**src/rtl/fetch_queue_unit_pkg.sv**
```systemverilog
// Shared types and constants for the fetch queue unit.
package fetch_queue_unit_pkg;

    localparam int unsigned XLEN_DEF   = 32;
    localparam logic [6:0]  OPCODE_JAL = 7'b1101111;

    typedef enum logic [1:0] {
        IDLE = 2'd0,
        WAIT = 2'd1,
        DROP = 2'd2
    } fq_state_e;

    typedef struct packed {
        logic [XLEN_DEF-1:0] inst;
        logic [XLEN_DEF-1:0] pc;
        logic                pred_taken;
    } fetch_entry_t;

endpackage

```
**src/rtl/fetch_queue_unit_if.sv**
```systemverilog
// Fetch-stage bus: redirect, icache request/response and decoder dequeue.
interface fetch_queue_unit_if #(
    parameter int unsigned XLEN = fetch_queue_unit_pkg::XLEN_DEF
);
    logic            redirect_valid;
    logic [XLEN-1:0] redirect_pc;
    logic            req_valid;
    logic [XLEN-1:0] req_addr;
    logic            req_ready;
    logic            resp_valid;
    logic [XLEN-1:0] resp_inst;
    logic            deq_valid;
    logic [XLEN-1:0] deq_inst;
    logic [XLEN-1:0] deq_pc;
    logic            deq_pred_taken;
    logic            deq_ready;

    // Fetch unit side
    modport master (
        input  redirect_valid, redirect_pc, req_ready, resp_valid, resp_inst, deq_ready,
        output req_valid, req_addr, deq_valid, deq_inst, deq_pc, deq_pred_taken
    );

    // Environment side (icache, branch unit, decoder)
    modport slave (
        output redirect_valid, redirect_pc, req_ready, resp_valid, resp_inst, deq_ready,
        input  req_valid, req_addr, deq_valid, deq_inst, deq_pc, deq_pred_taken
    );
endinterface

```
**src/rtl/fetch_fifo.sv**
```systemverilog
// Generic synchronous FIFO with registered head, flush and occupancy outputs.
module fetch_fifo #(
    parameter int unsigned WIDTH = 8,
    parameter int unsigned DEPTH = 4
) (
    input  logic                         clk_i,
    input  logic                         rst_i,
    input  logic                         en_i,
    input  logic                         flush_i,
    input  logic                         push_i,
    input  logic                         pop_i,
    input  logic [WIDTH-1:0]             wdata_i,
    output logic [WIDTH-1:0]             rdata_o,
    output logic [$clog2(DEPTH+1)-1:0]   count_o,
    output logic                         full_o,
    output logic                         empty_o
);
    localparam int unsigned PW = (DEPTH > 1) ? $clog2(DEPTH) : 1;
    localparam int unsigned CW = $clog2(DEPTH + 1);

    logic [WIDTH-1:0] mem_q [DEPTH];
    logic [PW-1:0]    rd_ptr_q, rd_ptr_d, wr_ptr_q, wr_ptr_d;
    logic [CW-1:0]    count_q, count_d;
    logic [WIDTH-1:0] head_q, head_d;
    logic             do_push, do_pop;

    // Next head comes from the write data when it lands in the slot being exposed
    always_comb begin
        do_pop   = pop_i && (count_q != '0);
        do_push  = push_i && ((count_q != CW'(DEPTH)) || do_pop);
        rd_ptr_d = rd_ptr_q + PW'(do_pop);
        wr_ptr_d = wr_ptr_q + PW'(do_push);
        count_d  = count_q + CW'(do_push) - CW'(do_pop);
        head_d   = (do_push && (wr_ptr_q == rd_ptr_d)) ? wdata_i : mem_q[rd_ptr_d];
        if (count_d == '0) begin
            head_d = '0;
        end
        if (flush_i) begin
            rd_ptr_d = '0;
            wr_ptr_d = '0;
            count_d  = '0;
            head_d   = '0;
        end
    end

    always_ff @(posedge clk_i) begin
        if (rst_i) begin
            rd_ptr_q <= '0;
            wr_ptr_q <= '0;
            count_q  <= '0;
            head_q   <= '0;
        end else if (en_i) begin
            rd_ptr_q <= rd_ptr_d;
            wr_ptr_q <= wr_ptr_d;
            count_q  <= count_d;
            head_q   <= head_d;
        end
    end

    always_ff @(posedge clk_i) begin
        if (en_i && do_push && !flush_i) begin
            mem_q[wr_ptr_q] <= wdata_i;
        end
    end

    assign rdata_o = head_q;
    assign count_o = count_q;
    assign full_o  = (count_q == CW'(DEPTH));
    assign empty_o = (count_q == '0);

endmodule

```
**src/rtl/fetch_queue_unit.sv**
```systemverilog
// Instruction fetch stage: PC, single outstanding icache request, instruction FIFO.
// Optional JAL target prediction is enabled by defining FETCH_QUEUE_JAL_PREDICT_EN.
module fetch_queue_unit
    import fetch_queue_unit_pkg::*;
#(
    parameter int unsigned     XLEN        = XLEN_DEF,
    parameter int unsigned     QUEUE_DEPTH = 4,
    parameter logic [XLEN-1:0] RESET_PC    = '0
) (
    input  logic               clk_in,
    input  logic               rst_in,
    input  logic               rdy_in,
    fetch_queue_unit_if.master bus
);
    localparam int unsigned CW = $clog2(QUEUE_DEPTH + 1);

    fq_state_e       state_q;
    logic [XLEN-1:0] pc_q, req_pc_q, req_addr_q, next_pc;
    logic            req_valid_q, pred_taken, push, pop, fifo_full, fifo_empty;
    logic [CW-1:0]   count, cnt_after;
    fetch_entry_t    push_entry, head;

`ifdef FETCH_QUEUE_JAL_PREDICT_EN
    logic [XLEN-1:0] jal_imm;

    // J-type immediate, sign-extended from bit 31
    always_comb begin
        jal_imm    = {{(XLEN-20){bus.resp_inst[31]}}, bus.resp_inst[19:12],
                      bus.resp_inst[20], bus.resp_inst[30:21], 1'b0};
        pred_taken = (bus.resp_inst[6:0] == OPCODE_JAL);
        next_pc    = pred_taken ? (req_pc_q + jal_imm) : (req_pc_q + XLEN'(4));
    end
`else
    assign pred_taken = 1'b0;
    assign next_pc    = req_pc_q + XLEN'(4);
`endif

    assign push      = (state_q == WAIT) && bus.resp_valid && !bus.redirect_valid;
    assign pop       = !fifo_empty && bus.deq_ready;
    assign cnt_after = count + CW'(push) - CW'(pop);

    always_comb begin
        push_entry            = '0;
        push_entry.inst       = bus.resp_inst;
        push_entry.pc         = req_pc_q;
        push_entry.pred_taken = pred_taken;
    end

    fetch_fifo #(
        .WIDTH ($bits(fetch_entry_t)),
        .DEPTH (QUEUE_DEPTH)
    ) u_fifo (
        .clk_i   (clk_in),
        .rst_i   (rst_in),
        .en_i    (rdy_in),
        .flush_i (bus.redirect_valid),
        .push_i  (push),
        .pop_i   (pop),
        .wdata_i (push_entry),
        .rdata_o (head),
        .count_o (count),
        .full_o  (fifo_full),
        .empty_o (fifo_empty)
    );

    // Redirect gates the request combinationally so no handshake can land in that cycle
    assign bus.req_valid      = req_valid_q && !bus.redirect_valid;
    assign bus.req_addr       = req_addr_q;
    assign bus.deq_valid      = !fifo_empty;
    assign bus.deq_inst       = head.inst;
    assign bus.deq_pc         = head.pc;
    assign bus.deq_pred_taken = head.pred_taken;

    always_ff @(posedge clk_in) begin
        if (rst_in) begin
            state_q     <= IDLE;
            pc_q        <= RESET_PC;
            req_pc_q    <= RESET_PC;
            req_valid_q <= 1'b0;
            req_addr_q  <= RESET_PC;
        end else if (rdy_in) begin
            if (bus.redirect_valid) begin
                pc_q       <= bus.redirect_pc;
                req_addr_q <= bus.redirect_pc;
                if ((state_q == IDLE) || bus.resp_valid) begin
                    state_q     <= IDLE;
                    req_valid_q <= 1'b1;
                end else begin
                    state_q     <= DROP;
                    req_valid_q <= 1'b0;
                end
            end else begin
                unique case (state_q)
                    IDLE: begin
                        if (bus.req_valid && bus.req_ready) begin
                            state_q     <= WAIT;
                            req_pc_q    <= pc_q;
                            req_valid_q <= 1'b0;
                        end else begin
                            req_valid_q <= !fifo_full || pop;
                            req_addr_q  <= pc_q;
                        end
                    end
                    WAIT: begin
                        if (bus.resp_valid) begin
                            state_q     <= IDLE;
                            pc_q        <= next_pc;
                            req_addr_q  <= next_pc;
                            req_valid_q <= (cnt_after < CW'(QUEUE_DEPTH));
                        end
                    end
                    DROP: begin
                        if (bus.resp_valid) begin
                            state_q     <= IDLE;
                            req_addr_q  <= pc_q;
                            req_valid_q <= !fifo_full || pop;
                        end
                    end
                    default: state_q <= IDLE;
                endcase
            end
        end
    end

endmodule

```
**src/flat_wrapper.sv**
```systemverilog
// flat-port wrapper written by rule: the top's interface ports become plain ports
module fetch_queue_unit_flat import fetch_queue_unit_pkg::*;
#(
    parameter int unsigned     XLEN        = XLEN_DEF,
    parameter int unsigned     QUEUE_DEPTH = 4,
    parameter logic [XLEN-1:0] RESET_PC    = '0
)
  (clk_in, rst_in, rdy_in, bus_redirect_valid, bus_redirect_pc, bus_req_ready, bus_resp_valid, bus_resp_inst, bus_deq_ready, bus_req_valid, bus_req_addr, bus_deq_valid, bus_deq_inst, bus_deq_pc, bus_deq_pred_taken);
  fetch_queue_unit_if #(.XLEN(XLEN)) bus_i ();
  input  logic clk_in;
  input  logic rst_in;
  input  logic rdy_in;
  input wire logic [$bits(bus_i.redirect_valid)-1:0] bus_redirect_valid;
  input wire logic [$bits(bus_i.redirect_pc)-1:0] bus_redirect_pc;
  input wire logic [$bits(bus_i.req_ready)-1:0] bus_req_ready;
  input wire logic [$bits(bus_i.resp_valid)-1:0] bus_resp_valid;
  input wire logic [$bits(bus_i.resp_inst)-1:0] bus_resp_inst;
  input wire logic [$bits(bus_i.deq_ready)-1:0] bus_deq_ready;
  output wire logic [$bits(bus_i.req_valid)-1:0] bus_req_valid;
  output wire logic [$bits(bus_i.req_addr)-1:0] bus_req_addr;
  output wire logic [$bits(bus_i.deq_valid)-1:0] bus_deq_valid;
  output wire logic [$bits(bus_i.deq_inst)-1:0] bus_deq_inst;
  output wire logic [$bits(bus_i.deq_pc)-1:0] bus_deq_pc;
  output wire logic [$bits(bus_i.deq_pred_taken)-1:0] bus_deq_pred_taken;
  assign bus_i.redirect_valid = bus_redirect_valid;
  assign bus_i.redirect_pc = bus_redirect_pc;
  assign bus_i.req_ready = bus_req_ready;
  assign bus_i.resp_valid = bus_resp_valid;
  assign bus_i.resp_inst = bus_resp_inst;
  assign bus_i.deq_ready = bus_deq_ready;
  assign bus_req_valid = bus_i.req_valid;
  assign bus_req_addr = bus_i.req_addr;
  assign bus_deq_valid = bus_i.deq_valid;
  assign bus_deq_inst = bus_i.deq_inst;
  assign bus_deq_pc = bus_i.deq_pc;
  assign bus_deq_pred_taken = bus_i.deq_pred_taken;
  fetch_queue_unit #(.XLEN(XLEN), .QUEUE_DEPTH(QUEUE_DEPTH), .RESET_PC(RESET_PC)) u_core (.clk_in(clk_in), .rst_in(rst_in), .rdy_in(rdy_in), .bus(bus_i));
endmodule
```
**config.mk**
```make
export PLATFORM = sky130hd
export DESIGN_NAME = fetch_queue_unit_flat
export DESIGN_NICKNAME = d
export VERILOG_FILES = /design/src/rtl/fetch_queue_unit_pkg.sv /design/src/rtl/fetch_queue_unit_if.sv /design/src/rtl/fetch_fifo.sv /design/src/rtl/fetch_queue_unit.sv /design/src/flat_wrapper.sv
export SDC_FILE = /design/constraint.sdc
export NUM_CORES = 1
export LEC_CHECK = 0
export ABC_CLOCK_PERIOD_IN_PS = 12500
export BUFFER_PORTS_ARGS = -buffer_cell sky130_fd_sc_hd__clkbuf_2
export CAP_MARGIN = 20
export CORE_UTILIZATION = 25
export DETAILED_ROUTE_END_ITERATION = 8
export GPL_TIMING_DRIVEN = 0
export PLACE_DENSITY = 0.45
export SYNTH_ARGS = -nofsm -noshare
export SYNTH_HDL_FRONTEND = slang
export SYNTH_SLANG_ARGS = --single-unit
export TNS_END_PERCENT = 10
```
**constraint.sdc**
```tcl
create_clock -name clk_in -period 12.5 [get_ports clk_in]
set_clock_uncertainty 0.15 [all_clocks]
set_input_delay 2.5 -clock clk_in [delete_from_list [all_inputs] [get_ports clk_in]]
set_output_delay 2.5 -clock clk_in [all_outputs]
set_load 0.05 [all_outputs]
```
==> out/qor.csv, run 1 <==
metric,value,unit
"Remaining Overflow, GRT",0,
root buf cell,clkbuf_16,
Tcrit/Tclk final,51.05,%
Max-slew headroom,28.53,%
CTS-repair resized insts,0,
Crit. End Element,flop,
Setup crit start,bus_deq_ready,
Final WS setup,6.119,ns
maximum VDD drop,0.0001036,V
Core Region,67510,um2
CTS Buf Count,49,
Setup-failing EPs final,0,
Clock Path Buffers,3,
total number of vias,12080,
layout cells sized above 1,21.90,%
Initial Util,25.43,%
Post-DP Area,19450,um2
placer congestion estimate,0.8623,
Total Routing Usage GR,15.31,%
Final Slew Violations,0,
Crit path required time,12.86,ns
nets@finish,1676,
Via density,4.812,
Pwr per Cell Area,146.5,nW/um2
Syn Nets,1429,
Hold Crit Start,u_core.u_fifo.rdata_o[61]$_SDFFE_PP0P_,
Starting DRT DRC Count,914,
reg2reg path depth,15,
WS Path Type,in -> reg,
fin util,31.20,%
die area,69720,um2
drt first pass iters,5,
Yosys reg bits,426,
fin crit period,6.381,ns
Routed Antenna Nets,0,
Worst Tran Pin Value,1.072,ns
post-route design area,21060,um2
unrepaired setup endpoints after global routing,false,
reg-to-reg endpoint,u_core.u_fifo.rdata_o[13]$_SDFFE_PP0P_,
Num Clock Sinks,426,
"Clk Latency, worst-skew pair",0.59,ns
# IOs,170,
CP startpoint kind,primary input,
DRC,0,
part of the Yosys area used for sequential elements,64.60,%
synth warn,0,
"non-filler cells, final",2510,
synthesized area per cell,12.75,um2
# port buffers,165,
Critical path destination,u_core.u_fifo.rdata_o[13]$_SDFFE_PP0P_,
Min-Delay Path Class,reg -> reg,
Mapped Area,17170,um2
max-cap viol count,0,
post-synth cell types,67,
initial antenna violation count,1,
htree depth,2,
placed cells,2416,
Layout area overhead,22.69,%
Leakage Power,7.251,nW
FF-to-FF Start,u_core.u_fifo.count_o[1]$_SDFFE_PP0P_,
final WL,53440,um
hpwl dp,37770,um
CP Max Fanout,10,
Clock transition at path regs,0.06,ns
post-CTS setup buffers,0,
Die Y-Extent,264.1,um
Reg2Reg Setup Slack,7.50,ns
floorplan row count,95,
post-place setup slack,5.402,ns
die width,264.1,um
CTS Hold Bufs,0,
first-pass GRT wire length,80250,um
vias in the first global route,12230,
CP Data Arrival Time,6.75,ns
Wirelength per Cell,21.29,um
Post-synth EDFFs,256,
Main synth FF type,edfxtp_1,
cell count after synthesis,1347,
Synth async-reset ratio,0,%
Final Hold Viols,0,
CTS tree,built,
f_max,0.1567,GHz
largest net degree at the start of global routing,25,
status,finished clean,
## per-stage QoR
stage          hold slack (ns)  total power, W  setup TNS, ns
2_1_floorplan           0.2770        0.001617              0
3_3_place_gp            0.2729        0.001681        -605.91
3_5_place_dp            0.2778        0.001684              0
4_1_cts                 0.2856        0.003128              0
5_1_grt                 0.3058        0.003193              0
6_report                0.2824        0.003085              0
## synthesized netlist by cell type, drive strengths merged (5+ instances only)
master,count,area share (%)
edfxtp,256,45
nand2,250,5.5
dfxtp,170,20
clkbuf,80,1.8
a22oi,68,3.0
a21oi,67,2.0
mux4,64,8.4
o21ai,50,1.5
nor2,47,1.0
nand3,26,0.76
buf,18,0.51
a31oi,16,0.62
inv,15,0.33
nor4,15,0.55
nor3,14,0.41
xor2,14,0.71
a211oi,13,0.57
a221oi,12,0.61
and3,11,0.40
ha,10,0.73
or3,9,0.33
xnor2,9,0.46
mux2i,8,0.47
nand4,8,0.33
o211ai,8,0.35
nand2b,7,0.26
nor2b,7,0.26
nor3b,7,0.31
o22ai,6,0.22
or4,5,0.24
## state kept, by name, summed over array words and instances, names as in the netlist
register and flops:
u_core.state_q 2, u_core.u_fifo.rdata_o 64, u_core.u_fifo.mem_q 256, u_core.u_fifo.rd_ptr_q 2, u_core.req_pc_q 32, u_core.req_valid_q 1
u_core.pc_q 32, u_core.u_fifo.wr_ptr_q 2, u_core.u_fifo.count_o 3, u_core.bus.req_addr 32
## power by group
part	switching [W]	internal, W	leakage (nW)
Combinational	0.000109	0.0000383	2.90
Sequential	0.0000123	0.00149	3.57
Clock	0.000592	0.000839	0.782
Total	0.000714	0.00237	7.25
## per-layer routing
metal	routed length, um	GRT usage, %	up-vias
li1	-	-	5604
met1	24200	21.09	6006
met2	24640	24.29	384
met3	3226	2.955	85
met4	1374	4.541	0
met5	0	0	-
## cells in the final DEF (no fill, tap or decap), types with 5 or more instances in the layout
| cell type | instances |
|---|---|
| edfxtp_1 | 256 |
| nand2_1 | 250 |
| dfxtp_1 | 170 |
| clkbuf_2 | 166 |
| clkbuf_1 | 92 |
| a22oi_1 | 68 |
| a21oi_1 | 67 |
| mux4_2 | 64 |
| o21ai_0 | 49 |
| clkbuf_16 | 49 |
| nor2_1 | 44 |
| nand3_1 | 26 |
| buf_4 | 21 |
| inv_1 | 15 |
| a31oi_1 | 15 |
| xor2_1 | 14 |
| nor3_1 | 14 |
| nor4_1 | 13 |
| a211oi_1 | 13 |
| a221oi_1 | 12 |
| and3_1 | 11 |
| buf_2 | 10 |
| ha_1 | 10 |
| or3_1 | 9 |
| xnor2_1 | 9 |
| o211ai_1 | 8 |
| mux2i_1 | 8 |
| clkinv_2 | 8 |
| nor2b_1 | 7 |
| nand4_1 | 7 |
| nor3b_1 | 7 |
| nand2b_1 | 7 |
| buf_1 | 6 |
| o22ai_1 | 6 |
| clkinv_1 | 5 |
| clkbuf_8 | 5 |
| buf_6 | 5 |
## cell type report
type                    instances  area (um2)
well taps                     873        1092
repair buffers                196        1162
inverters                      15       56.30
clock buffers                  67        1344
fillers                      6901       46450
clock inverters                25       261.5
multi-input cells             808        5662
diodes                          2       5.005
flip-flops and latches        426       11090
plain buffers                  98       389.1
## cell families (layout without fill, tap and decap cells)
logic type                 after synthesis  count (layout)  share of synthesized area, %
xor gates and xnor gates                24              24                         1.312
DFF                                    426             426                         64.60
and+or+nand+nor                        420             420                         10.99
AOI/OAI and AO/OA                      280             280                         10.77
adders and majority gates               11              11                        0.8454
other                                    1               3                       0.02184
buffers and inverters                  113             401                         2.594
muxes                                   72              72                         8.862
## worst max-delay path: stages
cell and delay, ns:
clkbuf_2 0.08, or4b_1 0.50, nand3_1 0.31, ha_1 0.30
inv_1 0.06, ha_1 0.13, inv_1 0.05, fa_1 0.44
xor3_1 0.24, o311ai_1 0.21, nor4bb_1 0.53, clkbuf_1 0.69
buf_2 0.40, a22oi_1 0.18, nand2_1 0.10
## worst min-delay path by stage
stage                                             endpoint  slack (ns)  depth (start not counted)
floorplan                     u_core.pc_q[18]$_SDFFE_PP0P_        0.28                          2
global placement    u_core.u_fifo.rdata_o[54]$_SDFFE_PP0P_        0.27                          2
detailed placement  u_core.u_fifo.rdata_o[61]$_SDFFE_PP0P_        0.28                          2
CTS                 u_core.u_fifo.rdata_o[61]$_SDFFE_PP0P_        0.29                          2
global route         u_core.u_fifo.rdata_o[4]$_SDFFE_PP0P_        0.31                          2
finish              u_core.u_fifo.rdata_o[61]$_SDFFE_PP0P_        0.28                          2
No activity file was read; power rests on OpenSTA's default activity.
==> run 2: changes to the inputs <==
--- a/config.mk
+++ b/config.mk
@@ -5,7 +5,8 @@
 export SDC_FILE = /design/constraint.sdc
 export NUM_CORES = 1
 export LEC_CHECK = 0
-export ABC_CLOCK_PERIOD_IN_PS = 12500
+export ABC_AREA = 1
+export ABC_CLOCK_PERIOD_IN_PS = 6000
 export BUFFER_PORTS_ARGS = -buffer_cell sky130_fd_sc_hd__clkbuf_2
 export CAP_MARGIN = 20
 export CORE_UTILIZATION = 25
==> constraint.sdc (replaced) <==
create_clock -name clk_in -period 6 [get_ports clk_in]
set_clock_uncertainty 0.15 [all_clocks]
set_input_delay 1.2 -clock clk_in [delete_from_list [all_inputs] [get_ports clk_in]]
set_output_delay 1.2 -clock clk_in [all_outputs]
set_load 0.05 [all_outputs]
==> run 2 against run 1 <==
Synthesized cell count increased by 62%. Register-to-register slack lost 4.8 ns. Critical path depth shrank 3. Cell count rose by 36%. Sequential cell count stayed put. Combinational power grew to 3.7 times the previous value. Global-route usage increased by 0.80 points. Total power is 120% higher. Die area rose by 11%. Critical endpoint is now u_core.u_fifo.rdata_o[18]$_SDFFE_PP0P_.
==> out/qor.csv, run 2 <==
metric,value,unit,change
status,finished clean,,unchanged
Int Pwr,0.005120,W,was 0.002372 W
sequential power share,46.8,%,was 48.8%
"slowest stage delay, CP",0.50,ns,was 0.69 ns
"Remaining Overflow, GRT",0,,unchanged
CTS-repair resized insts,0,,unchanged
# port buffers,166,,was 165
Main synth FF type,edfxtp_1,,unchanged
Total Routing Usage GR,16.10,%,was 15.31%
drt first pass iters,5,,unchanged
Synth async-reset ratio,0,%,unchanged
placer congestion estimate,0.8436,,was 0.8623
NetSw,0.001686,W,was 0.0007137 W
"Critical Path, Cell by Cell",clkbuf_2 > inv_1 > a21oi_1 > ha_1 > buf_4 > xor2_2 > nor2_1 > nand2_2 > buf_2 > nand2_1 > nand3_1 > a21oi_1,,was clkbuf_2 > or4b_1 > nand3_1 > ha_1 > inv_1 > ha_1 > inv_1 > fa_1 > xor3_1 > o311ai_1 > nor4bb_1 > clkbuf_1 > buf_2 > a22oi_1 > nand2_1
"non-filler cells, final",3413,,was 2510
Reg with most FFs,u_core.u_fifo.mem_q,,unchanged
post-route setup TNS,0,ns,unchanged
Final Slew Violations,0,,unchanged
"slowest stage cell, crit path",ha_1,,was clkbuf_1
Synth top area share,40.43,%,was 44.78%
initial antenna violation count,0,,was 1
Crit path required time,6.36,ns,was 12.86 ns
max FFs per register,256,,unchanged
CTS tree,built,,unchanged
WS Path Type,in -> reg,,unchanged
"commonest non-fill, non-tap cells in the layout","nand2_1 (455), edfxtp_1 (256), inv_1 (237), a21oi_1 (236), o21ai_0 (207)",,"was edfxtp_1 (256), nand2_1 (250), dfxtp_1 (170), clkbuf_2 (166), clkbuf_1 (92)"
hpwl dp,45420,um,was 37770 um
Buf/Inv on CP,4,,was 5
nets@finish,2486,,was 1676
"most common cell after layout, fill and taps aside",nand2_1,,was edfxtp_1
total number of vias,15400,,was 12.08k
"Top cell by count, worst path",a21oi_1,,
htree depth,2,,unchanged
placed cells,3321,,was 2416
layout cells sized above 1,14.24,%,was 21.90%
f_max,0.2900,GHz,
Wirelength per Cell,18.38,um,was 21.29 um
Syn Nets,2258,,was 1429
# IOs,170,,unchanged
cell count after synthesis,2176,,was 1347
part of the Yosys area used for sequential elements,58.33,%,was 64.60%
post-synth cell types,36,,was 67
first-pass GRT wire length,94360,um,was 80250 um
family with the most delay on the worst path,buffers and inverters,,was simple AND/OR/NAND/NOR gates
Hold Crit Start,u_core.u_fifo.rdata_o[57]$_SDFFE_PP0P_,,was u_core.u_fifo.rdata_o[61]$_SDFFE_PP0P_
Max-slew headroom,19.53,%,was 28.53%
CTS Buf Count,50,,was 49
Initial Util,25.41,%,was 25.43%
most frequent cells after synthesis,"nand2_1 (455), edfxtp_1 (256), inv_1 (237)",,"was edfxtp_1 (256), nand2_1 (250), dfxtp_1 (170)"
most common cell in the netlist,nand2_1,,was edfxtp_1
Clock transition at path regs,0.06,ns,about the same
floorplan row count,100,,was 95
Final Hold Viols,0,,unchanged
maximum VDD drop,0.0001891,V,was 0.0001036 V
fin crit period,3.448,ns,
CP Max Fanout,10,,unchanged
CP Data Arrival Time,3.81,ns,was 6.75 ns
Post-synth EDFFs,256,,unchanged
largest net degree at the start of global routing,27,,was 25
FF-to-FF Start,u_core.state_q[1]$_SDFFE_PP0P_,,was u_core.u_fifo.count_o[1]$_SDFFE_PP0P_
Worst Tran Pin Value,1.207,ns,was 1.072 ns
Layout area overhead,20.70,%,was 22.69%
clock share of power,45.2,%,was 46.4%
Starting DRT DRC Count,1066,,was 914
leading area contributor after synthesis,edfxtp_1,,unchanged
Switching Fraction,24.77,%,was 23.13%
Logic pwr share,8.0,%,was 4.8%
Yosys reg bits,426,,unchanged
Via density,4.513,,was 4.812
CP startpoint kind,primary input,,unchanged
Routed Antenna Nets,0,,unchanged
Tot Pwr,0.006806,W,was 0.003085 W
Mapped Area,19010,um2,was 17170 um2
CTS Hold Bufs,0,,unchanged
Setup-failing EPs final,0,,unchanged
Core Region,74820,um2,was 67510 um2
die width,277.8,um,was 264.1 um
unrepaired setup endpoints after global routing,false,,unchanged
Leakage Power,9.033,nW,was 7.251 nW
Num Clock Sinks,426,,unchanged
Min-Delay Path Class,reg -> reg,,unchanged
max-cap viol count,0,,unchanged
DRC,0,,unchanged
Setup crit start,bus_deq_ready,,unchanged
Crit. End Element,flop,,unchanged
die area,77150,um2,was 69720 um2
Area contributors post-synth,"edfxtp_1 (40%), dfxtp_1 (18%), nand2_1 (9.0%)",,"was edfxtp_1 (45%), dfxtp_1 (20%), mux4_2 (8.4%)"
Die Y-Extent,277.8,um,was 264.1 um
synthesized area per cell,8.737,um2,was 12.75 um2
Pwr per Cell Area,296.6,nW/um2,was 146.5 nW/um2
vias in the first global route,15270,,was 12.23k
Clock Path Buffers,3,,unchanged
post-CTS setup buffers,0,,unchanged
"Clk Latency, worst-skew pair",0.60,ns,was 0.59 ns
final WL,62740,um,was 53440 um
filler instances,7851,,was 6901
synth warn,0,,unchanged
root buf cell,clkbuf_16,,unchanged
Tcrit/Tclk final,57.47,%,
ant diodes,0,,was 2
[run 2: cell types whose count changed after synthesis, sizes merged, moves of 67 or more]
cell | previous run | this run
nor2 | 47 | 211
buf | 18 | 85
nand3 | 26 | 166
inv | 15 | 240
a21oi | 67 | 237
a22oi | 68 | 0
nand2 | 250 | 461
o21ai | 50 | 244
[run 2: metrics by stage]
stage	utilization [%]	hold WS [ns]	setup WS, ns	cell area [um2]
global placement	28.14	0.3074	-2.342	21060
detailed placement	28.47	0.3079	1.842	21300
CTS	30.67	0.3167	2.472	22950
finish	30.67	0.3141	2.552	22950
global route	30.67	0.3347	2.312	22950
floorplan	-	0.2895	0.9698	19010
[run 2: logic make-up after synthesis]
family	count (synthesis)	synth area share (%)
flip-flops	426	58.33
buffers and inverters	376	8.496
AO/OA/AOI/OAI	506	13.60
AND/OR/NAND/NOR	844	18.16
adder cells (fa/ha/maj)	11	0.7634
XOR/XNOR	12	0.6318
other	1	0.01972
[run 2: worst paths after layout]
kind | cells past startpoint | slack, ns | to
max | 12 | 2.55 | u_core.u_fifo.rdata_o[18]$_SDFFE_PP0P_
min | 2 | 0.31 | u_core.u_fifo.rdata_o[57]$_SDFFE_PP0P_
max reg2reg | 17 | 2.73 | u_core.u_fifo.rdata_o[18]$_SDFFE_PP0P_
min reg2reg | 2 | 0.31 | u_core.u_fifo.rdata_o[57]$_SDFFE_PP0P_
[run 2: cell type report]
| cell class | instances | area (um2) | share of cell area (%) |
|---|---|---|---|
| Buffer | 135 | 710.7 | 3.097 |
| Clock buffer | 65 | 1383 | 6.025 |
| Clock inverter | 27 | 261.5 | 1.140 |
| Inverter | 241 | 904.6 | 3.942 |
| Multi-Input combinational cell | 1374 | 6336 | 27.61 |
| Sequential cell | 426 | 11090 | 48.33 |
| Tap cell | 969 | 1212 | 5.284 |
| Timing Repair Buffer | 176 | 1049 | 4.569 |
[run 2: tightest hold or removal path, stage by stage, from the launching register on]
cell and delay (ns):
dfxtp_1 0.31, nand2_1 0.06, a21oi_1 0.05
[run 2: power by group through the flow]
stage / combinational, W / clock [W] / sequential [W]
3_5_place_dp: 0.000542 / 0 / 0.00325
2_1_floorplan: 0.000249 / 0 / 0.00334
4_1_cts: 0.000545 / 0.00315 / 0.00319
5_1_grt: 0.000594 / 0.00326 / 0.00319
3_3_place_gp: 0.000536 / 0 / 0.00325
6_report: 0.000542 / 0.00308 / 0.00319
[run 2: routing by layer]
metal / track usage, % / up-vias / wire length (um)
li1: - / 7675 / -
met2: 26.42 / 359 / 29130
met1: 21.19 / 7256 / 28810
met5: 0 / - / 0
met3: 2.291 / 114 / 2398
met4: 6.616 / 0 / 2402
